==> src/rtl/disk_pkg.sv <==
//------------------------------------------------------------------------------
// Module      : disk_pkg
// Description : Disk MMIO register map, command opcodes and sequencer states.
// Revision    : 1.0 - initial release
//------------------------------------------------------------------------------
`default_nettype none

package disk_pkg;

  localparam logic [11:0] c_addr_cmd  = 12'h100;
  localparam logic [11:0] c_addr_stat = 12'h101;
  localparam logic [11:0] c_addr_data = 12'h102;

  localparam logic [31:0] c_dcmd_read  = 32'h0000_0001;
  localparam logic [31:0] c_dcmd_write = 32'h0000_0002;

  typedef enum logic [2:0] {
    ST_IDLE = 3'd0,
    ST_CMD  = 3'd1,
    ST_WAIT = 3'd2,
    ST_XFER = 3'd3,
    ST_RCAP = 3'd4,
    ST_STAT = 3'd5,
    ST_CAP  = 3'd6,
    ST_FIN  = 3'd7
  } xfer_state_e;

endpackage

`default_nettype wire

==> src/rtl/disk_xfer_ctrl_if.sv <==
//------------------------------------------------------------------------------
// Module      : disk_xfer_ctrl_if
// Description : Disk MMIO port: address, read/write strobes, data buses, busy.
// Revision    : 1.0 - initial release
//------------------------------------------------------------------------------
`default_nettype none

interface disk_xfer_ctrl_if;
  logic [11:0] disk_addr;
  logic        disk_rd;
  logic        disk_wr;
  logic [31:0] disk_wdata;
  logic [31:0] disk_rdata;
  logic        disk_busy;

  modport master (
    output disk_addr, disk_rd, disk_wr, disk_wdata,
    input  disk_rdata, disk_busy
  );

  modport slave (
    input  disk_addr, disk_rd, disk_wr, disk_wdata,
    output disk_rdata, disk_busy
  );
endinterface

`default_nettype wire

==> src/rtl/disk_busy_timer.sv <==
//------------------------------------------------------------------------------
// Module      : disk_busy_timer
// Description : Stall counter; expire flags the enabled cycle that reaches all-ones.
// Revision    : 1.0 - initial release
//------------------------------------------------------------------------------
`default_nettype none

module disk_busy_timer #(
  parameter int unsigned TMO_W = 24
) (
  input  logic clk,
  input  logic rst_n,
  input  logic clr,
  input  logic en,
  output logic expire
);

  localparam logic [TMO_W-1:0] c_last = {{(TMO_W-1){1'b1}}, 1'b0};

  logic [TMO_W-1:0] r_count;

  always_ff @(posedge clk or negedge rst_n) begin
    if (!rst_n) begin
      r_count <= '0;
    end else if (clr) begin
      r_count <= '0;
    end else if (en) begin
      r_count <= r_count + 1'b1;
    end
  end

  // Fires on the increment that takes the counter to all-ones.
  assign expire = en && (r_count == c_last);

endmodule

`default_nettype wire

==> src/rtl/disk_xfer_ctrl.sv <==
//------------------------------------------------------------------------------
// Module      : disk_xfer_ctrl
// Description : Turns one host request into a Disk CMD write, per-word DATA access and STAT read.
// Revision    : 1.0 - initial release
//------------------------------------------------------------------------------
`default_nettype none

module disk_xfer_ctrl
  import disk_pkg::*;
#(
  parameter logic [11:0] ADDR_CMD  = c_addr_cmd,
  parameter logic [11:0] ADDR_STAT = c_addr_stat,
  parameter logic [11:0] ADDR_DATA = c_addr_data,
  parameter int unsigned TMO_W     = 24
) (
  input  logic        clk,
  input  logic        rst_n,
  input  logic        req_valid,
  output logic        req_ready,
  input  logic        req_write,
  input  logic [31:0] req_cmd,
  input  logic [7:0]  req_count,
  input  logic [31:0] wr_data,
  input  logic        wr_valid,
  output logic        wr_ready,
  output logic [31:0] rd_data,
  output logic        rd_valid,
  output logic        done,
  output logic [31:0] status,
  output logic        timeout,
  disk_xfer_ctrl_if.master disk
);

  xfer_state_e r_state, w_state_nxt;
  logic        r_write, w_write_nxt;
  logic [7:0]  r_cnt, w_cnt_nxt;
  logic        r_req_ready, w_req_ready_nxt;
  logic        r_wr_ready, w_wr_ready_nxt;
  logic        r_rd_valid, w_rd_valid_nxt;
  logic [31:0] r_rd_data, w_rd_data_nxt;
  logic        r_done, w_done_nxt;
  logic [31:0] r_status, w_status_nxt;
  logic        r_timeout, w_timeout_nxt;
  logic [11:0] r_addr, w_addr_nxt;
  logic        r_rd, w_rd_nxt;
  logic        r_wr, w_wr_nxt;
  logic [31:0] r_wdata, w_wdata_nxt;

  logic w_tmo_en;
  logic w_tmo_clr;
  logic w_tmo_expire;

  // A WAIT cycle stalls on busy, or on a write with no host word available.
  assign w_tmo_en  = (r_state == ST_WAIT) && (disk.disk_busy || (r_write && !wr_valid));
  assign w_tmo_clr = (r_state != ST_WAIT);

  disk_busy_timer #(
    .TMO_W (TMO_W)
  ) u_busy_timer (
    .clk    (clk),
    .rst_n  (rst_n),
    .clr    (w_tmo_clr),
    .en     (w_tmo_en),
    .expire (w_tmo_expire)
  );

  always_ff @(posedge clk or negedge rst_n) begin
    if (!rst_n) begin
      r_state     <= ST_IDLE;
      r_write     <= 1'b0;
      r_cnt       <= '0;
      r_req_ready <= 1'b1;
      r_wr_ready  <= 1'b0;
      r_rd_valid  <= 1'b0;
      r_rd_data   <= '0;
      r_done      <= 1'b0;
      r_status    <= '0;
      r_timeout   <= 1'b0;
      r_addr      <= '0;
      r_rd        <= 1'b0;
      r_wr        <= 1'b0;
      r_wdata     <= '0;
    end else begin
      r_state     <= w_state_nxt;
      r_write     <= w_write_nxt;
      r_cnt       <= w_cnt_nxt;
      r_req_ready <= w_req_ready_nxt;
      r_wr_ready  <= w_wr_ready_nxt;
      r_rd_valid  <= w_rd_valid_nxt;
      r_rd_data   <= w_rd_data_nxt;
      r_done      <= w_done_nxt;
      r_status    <= w_status_nxt;
      r_timeout   <= w_timeout_nxt;
      r_addr      <= w_addr_nxt;
      r_rd        <= w_rd_nxt;
      r_wr        <= w_wr_nxt;
      r_wdata     <= w_wdata_nxt;
    end
  end

  // Outputs are registered: each branch sets the values seen during the next state.
  always_comb begin
    w_state_nxt     = r_state;
    w_write_nxt     = r_write;
    w_cnt_nxt       = r_cnt;
    w_req_ready_nxt = 1'b0;
    w_wr_ready_nxt  = 1'b0;
    w_rd_valid_nxt  = 1'b0;
    w_rd_data_nxt   = r_rd_data;
    w_done_nxt      = 1'b0;
    w_status_nxt    = r_status;
    w_timeout_nxt   = r_timeout;
    w_addr_nxt      = r_addr;
    w_rd_nxt        = 1'b0;
    w_wr_nxt        = 1'b0;
    w_wdata_nxt     = r_wdata;

    case (r_state)
      ST_IDLE: begin
        w_req_ready_nxt = 1'b1;
        if (req_valid && r_req_ready) begin
          w_state_nxt     = ST_CMD;
          w_req_ready_nxt = 1'b0;
          w_write_nxt     = req_write;
          w_cnt_nxt       = req_count;
          w_timeout_nxt   = 1'b0;
          w_wr_nxt        = 1'b1;
          w_addr_nxt      = ADDR_CMD;
          w_wdata_nxt     = req_cmd;
        end
      end
      ST_CMD: begin
        if (r_cnt != 8'd0) begin
          w_state_nxt = ST_WAIT;
        end else begin
          w_state_nxt = ST_STAT;
          w_rd_nxt    = 1'b1;
          w_addr_nxt  = ADDR_STAT;
        end
      end
      ST_WAIT: begin
        if (!w_tmo_en) begin
          w_state_nxt = ST_XFER;
          w_addr_nxt  = ADDR_DATA;
          if (r_write) begin
            w_wr_nxt       = 1'b1;
            w_wdata_nxt    = wr_data;
            w_wr_ready_nxt = 1'b1;
          end else begin
            w_rd_nxt = 1'b1;
          end
        end else if (w_tmo_expire) begin
          w_state_nxt   = ST_FIN;
          w_done_nxt    = 1'b1;
          w_timeout_nxt = 1'b1;
        end
      end
      ST_XFER: begin
        w_cnt_nxt = r_cnt - 8'd1;
        if (!r_write) begin
          w_state_nxt = ST_RCAP;
        end else if (r_cnt == 8'd1) begin
          w_state_nxt = ST_STAT;
          w_rd_nxt    = 1'b1;
          w_addr_nxt  = ADDR_STAT;
        end else begin
          w_state_nxt = ST_WAIT;
        end
      end
      ST_RCAP: begin
        w_rd_data_nxt  = disk.disk_rdata;
        w_rd_valid_nxt = 1'b1;
        if (r_cnt == 8'd0) begin
          w_state_nxt = ST_STAT;
          w_rd_nxt    = 1'b1;
          w_addr_nxt  = ADDR_STAT;
        end else begin
          w_state_nxt = ST_WAIT;
        end
      end
      ST_STAT: begin
        w_state_nxt = ST_CAP;
      end
      ST_CAP: begin
        w_status_nxt = disk.disk_rdata;
        w_state_nxt  = ST_FIN;
        w_done_nxt   = 1'b1;
      end
      ST_FIN: begin
        w_state_nxt     = ST_IDLE;
        w_req_ready_nxt = 1'b1;
      end
      default: begin
        w_state_nxt     = ST_IDLE;
        w_req_ready_nxt = 1'b1;
      end
    endcase
  end

  assign req_ready       = r_req_ready;
  assign wr_ready        = r_wr_ready;
  assign rd_valid        = r_rd_valid;
  assign rd_data         = r_rd_data;
  assign done            = r_done;
  assign status          = r_status;
  assign timeout         = r_timeout;
  assign disk.disk_addr  = r_addr;
  assign disk.disk_rd    = r_rd;
  assign disk.disk_wr    = r_wr;
  assign disk.disk_wdata = r_wdata;

endmodule

`default_nettype wire

==> src/flat_wrapper.sv <==
// flat-port wrapper written by rule: the top's interface ports become plain ports
module disk_xfer_ctrl_flat import disk_pkg::*;
#(
  parameter logic [11:0] ADDR_CMD  = c_addr_cmd,
  parameter logic [11:0] ADDR_STAT = c_addr_stat,
  parameter logic [11:0] ADDR_DATA = c_addr_data,
  parameter int unsigned TMO_W     = 24
)
  (clk, rst_n, req_valid, req_ready, req_write, req_cmd, req_count, wr_data, wr_valid, wr_ready, rd_data, rd_valid, done, status, timeout, disk_disk_addr, disk_disk_rd, disk_disk_wr, disk_disk_wdata, disk_disk_rdata, disk_disk_busy);
  disk_xfer_ctrl_if disk_i ();
  input  logic clk;
  input  logic rst_n;
  input  logic req_valid;
  output logic req_ready;
  input  logic req_write;
  input  logic [31:0] req_cmd;
  input  logic [7:0] req_count;
  input  logic [31:0] wr_data;
  input  logic wr_valid;
  output logic wr_ready;
  output logic [31:0] rd_data;
  output logic rd_valid;
  output logic done;
  output logic [31:0] status;
  output logic timeout;
  output wire logic [$bits(disk_i.disk_addr)-1:0] disk_disk_addr;
  output wire logic [$bits(disk_i.disk_rd)-1:0] disk_disk_rd;
  output wire logic [$bits(disk_i.disk_wr)-1:0] disk_disk_wr;
  output wire logic [$bits(disk_i.disk_wdata)-1:0] disk_disk_wdata;
  input wire logic [$bits(disk_i.disk_rdata)-1:0] disk_disk_rdata;
  input wire logic [$bits(disk_i.disk_busy)-1:0] disk_disk_busy;
  assign disk_disk_addr = disk_i.disk_addr;
  assign disk_disk_rd = disk_i.disk_rd;
  assign disk_disk_wr = disk_i.disk_wr;
  assign disk_disk_wdata = disk_i.disk_wdata;
  assign disk_i.disk_rdata = disk_disk_rdata;
  assign disk_i.disk_busy = disk_disk_busy;
  disk_xfer_ctrl #(.ADDR_CMD(ADDR_CMD), .ADDR_STAT(ADDR_STAT), .ADDR_DATA(ADDR_DATA), .TMO_W(TMO_W)) u_core (.clk(clk), .rst_n(rst_n), .req_valid(req_valid), .req_ready(req_ready), .req_write(req_write), .req_cmd(req_cmd), .req_count(req_count), .wr_data(wr_data), .wr_valid(wr_valid), .wr_ready(wr_ready), .rd_data(rd_data), .rd_valid(rd_valid), .done(done), .status(status), .timeout(timeout), .disk(disk_i));
endmodule
==> config.mk <==
export PLATFORM = sky130hd
export DESIGN_NAME = disk_xfer_ctrl_flat
export DESIGN_NICKNAME = d
export VERILOG_FILES = /design/src/rtl/disk_pkg.sv /design/src/rtl/disk_xfer_ctrl_if.sv /design/src/rtl/disk_busy_timer.sv /design/src/rtl/disk_xfer_ctrl.sv /design/src/flat_wrapper.sv
export SDC_FILE = /design/constraint.sdc
export NUM_CORES = 1
export LEC_CHECK = 0
export CAP_MARGIN = 25
export CORE_ASPECT_RATIO = 0.9
export CORE_UTILIZATION = 45
export CTS_CLUSTER_SIZE = 20
export DETAILED_ROUTE_END_ITERATION = 10
export HOLD_SLACK_MARGIN = 0.03
export MAX_ROUTING_LAYER = met4
export PLACE_DENSITY_LB_ADDON = 0.3
export SYNTH_ARGS = -nofsm -noshare
export SYNTH_HDL_FRONTEND = slang
export SYNTH_HIERARCHICAL = 1
export SYNTH_SLANG_ARGS = --single-unit
export TNS_END_PERCENT = 20
==> constraint.sdc <==
create_clock -name clk -period 3.95 [get_ports clk]
set_input_delay 0.79 -clock clk [delete_from_list [all_inputs] [get_ports clk]]
set_output_delay 0.79 -clock clk [all_outputs]
set_load 0.01 [all_outputs]
# --- Word level (Yosys, flattened, before mapping) ---
# Cells that the tools add are included.
# W data, S select, Z words.
classes:
  add_sub_neg: 2
  eq_ne: 20
  mux: 45
  reduce_logical: 19
ops:
  columns: ["op", "count"]
  rows:
  - ["$mux W32", 3]
  - ["$mux W12", 6]
  - ["$pmux W32 S2", 1]
  - ["$pmux W12 S5", 1]
  - ["$mux W24", 2]
  - ["$add A24 B1 Y24 const B", 1]
  - ["$eq A24 B24 Y1 const B", 1]
  - ["$pmux W3 S8", 1]
  - ["$mux W3", 7]
  - ["$mux W1", 17]
  - ["$pmux W8 S2", 1]
  - ["$eq A3 B3 Y1 const B", 4]
  - ["$ne A2 B1 Y1 const B", 5]
  - ["$eq A8 B1 Y1 const B", 1]
  - ["$logic_not A8 Y1", 1]
  - ["$mux W8", 1]
  - ["$ne A2 B2 Y1 const B", 4]
  - ["$pmux W1 S2", 4]
  - ["$reduce_and A4 Y1", 2]
  - ["$reduce_bool A8 Y1", 1]
  - ["$sub A8 B1 Y8 const B", 1]
  - ["$reduce_and A7 Y1", 1]
  - ["$eq A3 B2 Y1 const B", 2]
  - ["$reduce_and A2 Y1", 3]
  - ["10 further kinds", 15]
totals:
  register_bits: 151
  in_bits: 110
  output_inout_bits: 115
  wordCells: 101

# --- Longest topological paths before layout ---
depth:
  word_depth: 8
  ltp_mapped: 12
  mapped_depth_nobuf: 10

# --- Cells and area by module ---
# Netlist, hierarchy kept.
modules_own_cells:
  columns: ["mod", "n_inst", "cells_per_inst", "area_per_inst_um2"]
  rows:
  - ["disk_xfer_ctrl", 1, 411, 5091.1]
  - ["disk_busy_timer", 1, 132, 1243.7]

# --- Worst setup path after synthesis ---
# No wires, ideal clock.
synth_timing:
  kind: "input to register"
  start: "in wr_valid"
  end: "reg u_core.u_busy_timer.r_count[23]"
  setup_ns: 0.078
  t_arrival_ns: 2.603
  required_time_ns: 3.872
  slack_ns: 1.269
  path_stages: 7
  path_buffers: 1
  path_cell_list: "nand2b_1 > a21oi_2 > buf_2 > o211a_1 > or4b_1 > or4_1 > a21oi_1"
synth_between:
  elab_chain_cells: 5
synth_rtl:
  columns: ["item", "line", "text"]
  rows:
  - ["start: declaration", "flat_wrapper.sv:19", "input logic wr_valid;"]
  - ["$logic_not A1 Y1", "disk_xfer_ctrl.sv:54", "assign w_tmo_en = (r_state == ST_WAIT) && (disk.disk_busy || (r_write && !wr_valid));"]
  - ["$logic_and A1 B1 Y1", "disk_xfer_ctrl.sv:54", null]
  - ["$logic_or A1 B1 Y1", "disk_xfer_ctrl.sv:54", null]
  - ["$logic_and A1 B1 Y1", "disk_xfer_ctrl.sv:54", null]
  - ["net u_core.w_tmo_en", "disk_xfer_ctrl.sv:49", "logic w_tmo_en;"]
  - ["$reduce_bool A2 Y1 (no source line)", null, null]
  - ["end signal: assignment", "disk_busy_timer.sv:28", "r_count <= r_count + 1'b1;"]
  - ["end: declaration", "disk_busy_timer.sv:20", "logic [TMO_W-1:0] r_count;"]
# The timed path passes the listed nets, and every way through them passes these cells.
# A chain may end at the register's enable or synchronous reset.

# --- Worst setup path after layout ---
layout_timing:
  start: "reg u_core.r_state[0]"
  end: "reg u_core.u_busy_timer.r_count[23]"
layout_between:
  elab_chain_cells: 3
layout_rtl:
  columns: ["item", "line", "text"]
  rows:
  - ["start: declaration", "disk_xfer_ctrl.sv:34", "xfer_state_e r_state, w_state_nxt;"]
  - ["start signal: assignment", "disk_xfer_ctrl.sv:84", "r_state <= w_state_nxt;"]
  - ["$eq A3 B2 Y1", "disk_xfer_ctrl.sv:54", null]
  - ["$logic_and A1 B1 Y1", "disk_xfer_ctrl.sv:54", null]
  - ["$reduce_bool A2 Y1 (no source line)", null, null]
# Parallel ways exist; a longest one is shown, timed or not.

==> qor.yml <==
global_routing:
  grt_antenna_before_repair: 0
  grt_util_all_layers_pct: 23.0
  grt_pass1_vias: 5004
  wire_length_of_the_first_global_routing_pass_um: 24800
  grt.overflow.total: 0
  grt_max_degree: 118
critical_path:
  crit_path_top_delay_cell: "sky130_fd_sc_hd__or4b_1"
  cp_data_arrival_time_ns: 3.57
  worst_setup_path_end_kind: "flop"
  critical_path.startpoint_type: "flop"
  worst-setup-path-type: "flop to flop"
  worstPathCellList: "nor2_2, and2_4, inv_4, o211a_1, or4b_1, or4_1, a21oi_1"
  cpPeakStageDelay_ns: 0.65
  timing.critical_path.fanout_max: 62
  cp.required_ns: 4.28
route:
  route.vias.total: 4926
  drt_wl_total_um: 15500
  detail_route.iter0.violations: 259
  drt-vias-per-instance: 5.16
  drt.antenna.violating_nets: 0
  drcViolationCount: 0
  post_drt_wl_per_cell_um: 16.3
  detailedRoute.firstPassIterationCount: 6
clock_tree:
  cts_max_level: 4
  clock_path_buffers: 2
  worst_skew_pair.late_latency_ns: 0.41
  cts_hold_buffers: 0
  cts_post_setup_buffers_inserted: 0
  tritoncts: "done"
  cts_num_sinks: 142
  cts_clk_pin_slew_worst_paths_ns: 0.06
  postCtsResizedCells: 0
  cts_buffers: 17
  root_buffer: "sky130_fd_sc_hd__clkbuf_16"
logic_synthesis:
  synth.yosys.warnings: 6
  ys_types: 60
  area_of_the_mapped_netlist_um2: 6330
  ys.flop_type: "sky130_fd_sc_hd__dfrtp_1"
  synth.avg_cell_area_um2: 11.7
  yosysSeqAreaShare_pct: 56.1
  count_of_flip_flops_with_a_built_in_enable_after_synthesis: 0
  proportion_of_register_bits_with_asynchronous_set_or_reset_after_synthesis_pct: 100
  count_of_mapped_cells_out_of_synthesis: 543
  synth.ff_latch_count: 142
timing:
  finalSetupTns_ns: 0
  maxSlewViolCount: 0
  hold_violations: 0
  grt_setup_unrepaired: "no"
  fmax_mhz: 309
  skew_ns: 0.00590
  tightestPinTransition_ns: 0.803
  finalWorstSetupSlack_ns: 0.709
  slew-limit-headroom_pct: 46.5
  period_utilization_pct: 82.1
  finalSetupViolCount: 0
  min_period_ns: 3.24
power:
  worst_ir_drop_vdd_uv: 539
  p_leak_nw: 3.98
  power.density_cell_area_nw_per_um2: 745
layout:
  layout_cells_sized_above_1_pct: 15.5
  area_growth_syn_to_layout_pct: 45.8
  seq_area_um2: 3550
  multi_input_comb_area_um2: 2570
  nNetsFinal: 868
  layout.filler_cells: 1006
  insertedDiodeCount: 0
place:
  gp_congestion: 0.856
  buffer_ports.inserted: 215
  dp_hpwl_um: 11100
  place_ws_ns: 0.707
die:
  design.die.area_um2: 14600
  dieWidth_um: 127
  core_um2: 13600
  die-height_um: 115
  design.portCount: 225
  floorplan.initialDensity_pct: 46.7
  num_rows: 40
status:
  status: "finished, final reports clean"
job:
  maxCapViolCount: 0
worst_hold_path:
  class_of_the_worst_hold_path: "input pin to asynchronous set/reset pin"
[where the power goes]
part	internal, mW	switching [mW]
Sequential	2.03	0.388
Clock	1.02	0.578
Combinational	1.61	1.25
Total	4.66	2.22
[worst paths after layout]
path	start	to	slack, ns	cells after the start
worst min-delay path	rst_n	u_core/disk.disk_wdata[30]	0.32	1
worst max register to register	u_core/r_state[0]	u_core/u_busy_timer/r_count[23]	0.71	7
max in group asynchronous	rst_n	u_core/rd_data[24]	2.56	3
worst max-delay path	u_core/r_state[0]	u_core/u_busy_timer/r_count[23]	0.71	7
worst min register to register	u_core/disk.disk_wdata[2]	u_core/disk.disk_wdata[2]	0.48	2
min in group clk	u_core/disk.disk_wdata[2]	u_core/disk.disk_wdata[2]	0.48	2
[synth_stat cells (2+ instances only)]
master | count | share of area [%]
sky130_fd_sc_hd__or4_1 | 4 | 0.47
sky130_fd_sc_hd__xnor2_1 | 4 | 0.55
sky130_fd_sc_hd__mux2_2 | 65 | 12
sky130_fd_sc_hd__o31ai_1 | 4 | 0.47
sky130_fd_sc_hd__or3_4 | 2 | 0.36
sky130_fd_sc_hd__and2_1 | 3 | 0.30
sky130_fd_sc_hd__buf_4 | 10 | 1.2
sky130_fd_sc_hd__nor2_1 | 22 | 1.3
sky130_fd_sc_hd__xor2_1 | 8 | 1.1
sky130_fd_sc_hd__nand2_1 | 59 | 3.5
sky130_fd_sc_hd__and3_1 | 2 | 0.20
sky130_fd_sc_hd__nand4_1 | 8 | 0.79
sky130_fd_sc_hd__mux2i_1 | 32 | 5.1
sky130_fd_sc_hd__ha_1 | 4 | 0.79
sky130_fd_sc_hd__nor3_1 | 2 | 0.16
sky130_fd_sc_hd__or3_1 | 11 | 1.1
sky130_fd_sc_hd__nand3_1 | 10 | 0.79
sky130_fd_sc_hd__a21oi_1 | 17 | 1.3
sky130_fd_sc_hd__clkbuf_1 | 4 | 0.24
sky130_fd_sc_hd__o21ai_1 | 11 | 0.87
sky130_fd_sc_hd__inv_1 | 12 | 0.71
sky130_fd_sc_hd__a22oi_1 | 2 | 0.24
sky130_fd_sc_hd__a211oi_1 | 4 | 0.47
sky130_fd_sc_hd__o211ai_1 | 3 | 0.36
sky130_fd_sc_hd__and4_1 | 3 | 0.41
sky130_fd_sc_hd__o211a_1 | 2 | 0.32
sky130_fd_sc_hd__o21ai_0 | 39 | 3.1
sky130_fd_sc_hd__nand2b_1 | 2 | 0.20
sky130_fd_sc_hd__buf_2 | 23 | 1.8
sky130_fd_sc_hd__dfrtp_1 | 141 | 56
[cells in the final DEF (no fill, tap or decap), drive strengths merged, types with 9 or more instances in the layout]
master         count
clkdlybuf4s50    214
dfrtp            141
mux2              65
nand2             59
o21ai             50
mux2i             32
nor2              23
clkbuf            20
a21oi             18
inv               13
or3               13
nand3             11
conb               9
nand4              9
[layout make-up]
| type | instances | area share [%] |
|---|---|---|
| Clock inverter | 11 | 1.53 |
| Sequential cell | 142 | 38.5 |
| Inverter | 13 | 0.556 |
| Timing Repair Buffer | 221 | 24.0 |
| Clock buffer | 20 | 4.95 |
| Multi-Input combinational cell | 359 | 27.9 |
| Tap cell | 189 | 2.56 |
[metrics by stage]
| step | hold slack [ns] | power [mW] | area, um^2 | util [%] | cells |
|---|---|---|---|---|---|
| CTS | 0.486 | 6.95 | 9210 | 67.9 | 954 |
| global route | 0.342 | 7.29 | 9230 | 68.1 | 955 |
| global placement | 0.465 | 5.19 | 8610 | 63.5 | 923 |
| detailed placement | 0.474 | 5.30 | 8610 | 63.5 | 923 |
| finish | 0.321 | 6.88 | 9230 | 68.1 | 955 |
| floorplan | 0.493 | 3.83 | 6360 | - | 551 |
[worst max-delay path, delay by kind of cell, from the launching register on]
| kind | cells | cell delay [ns] |
|---|---|---|
| and+or+nand+nor | 4 | 1.47 |
| DFF | 1 | 0.60 |
| buffers and inverters | 1 | 0.57 |
| AOI/OAI and AO/OA | 2 | 0.49 |
[cell families (layout without fill, tap and decap cells)]
| kind of cell | after synthesis | in the layout | share of synthesized area [%] |
|---|---|---|---|
| AND/OR/NAND/NOR | 141 | 141 | 11.6 |
| AO/OA/AOI/OAI | 95 | 95 | 9.01 |
| flip-flops | 142 | 142 | 56.1 |
| multiplexers | 97 | 97 | 16.6 |
| other | 1 | 9 | 0.0592 |
| buffers and inverters | 50 | 265 | 4.05 |
| XOR/XNOR | 12 | 12 | 1.66 |
| adder cells (fa/ha/maj) | 5 | 5 | 0.948 |
[metal layers]
metal	global-route usage (%)	wire, um	up-vias
li1	-	-	2326
met1	25.9	6280	2375
met2	37.2	7470	209
met3	9.81	1630	16
met4	7.54	170	0
met5	-	0	-
[flip-flops by register name, indices dropped and copies added, names as in the netlist]
| signal | flops |
|---|---|
| u_core/r_write | 1 |
| u_core/status | 32 |
| u_core/rd_valid | 1 |
| u_core/disk.disk_wdata | 32 |
| u_core/disk.disk_wr | 1 |
| u_core/req_ready | 1 |
| u_core/timeout | 1 |
| u_core/done | 1 |
| u_core/r_cnt | 8 |
| u_core/wr_ready | 1 |
| u_core/u_busy_timer/r_count | 24 |
| u_core/disk.disk_addr | 3 |
| u_core/rd_data | 32 |
| u_core/r_state | 3 |
| u_core/disk.disk_rd | 1 |
No activity file was read; power rests on OpenSTA's default activity.
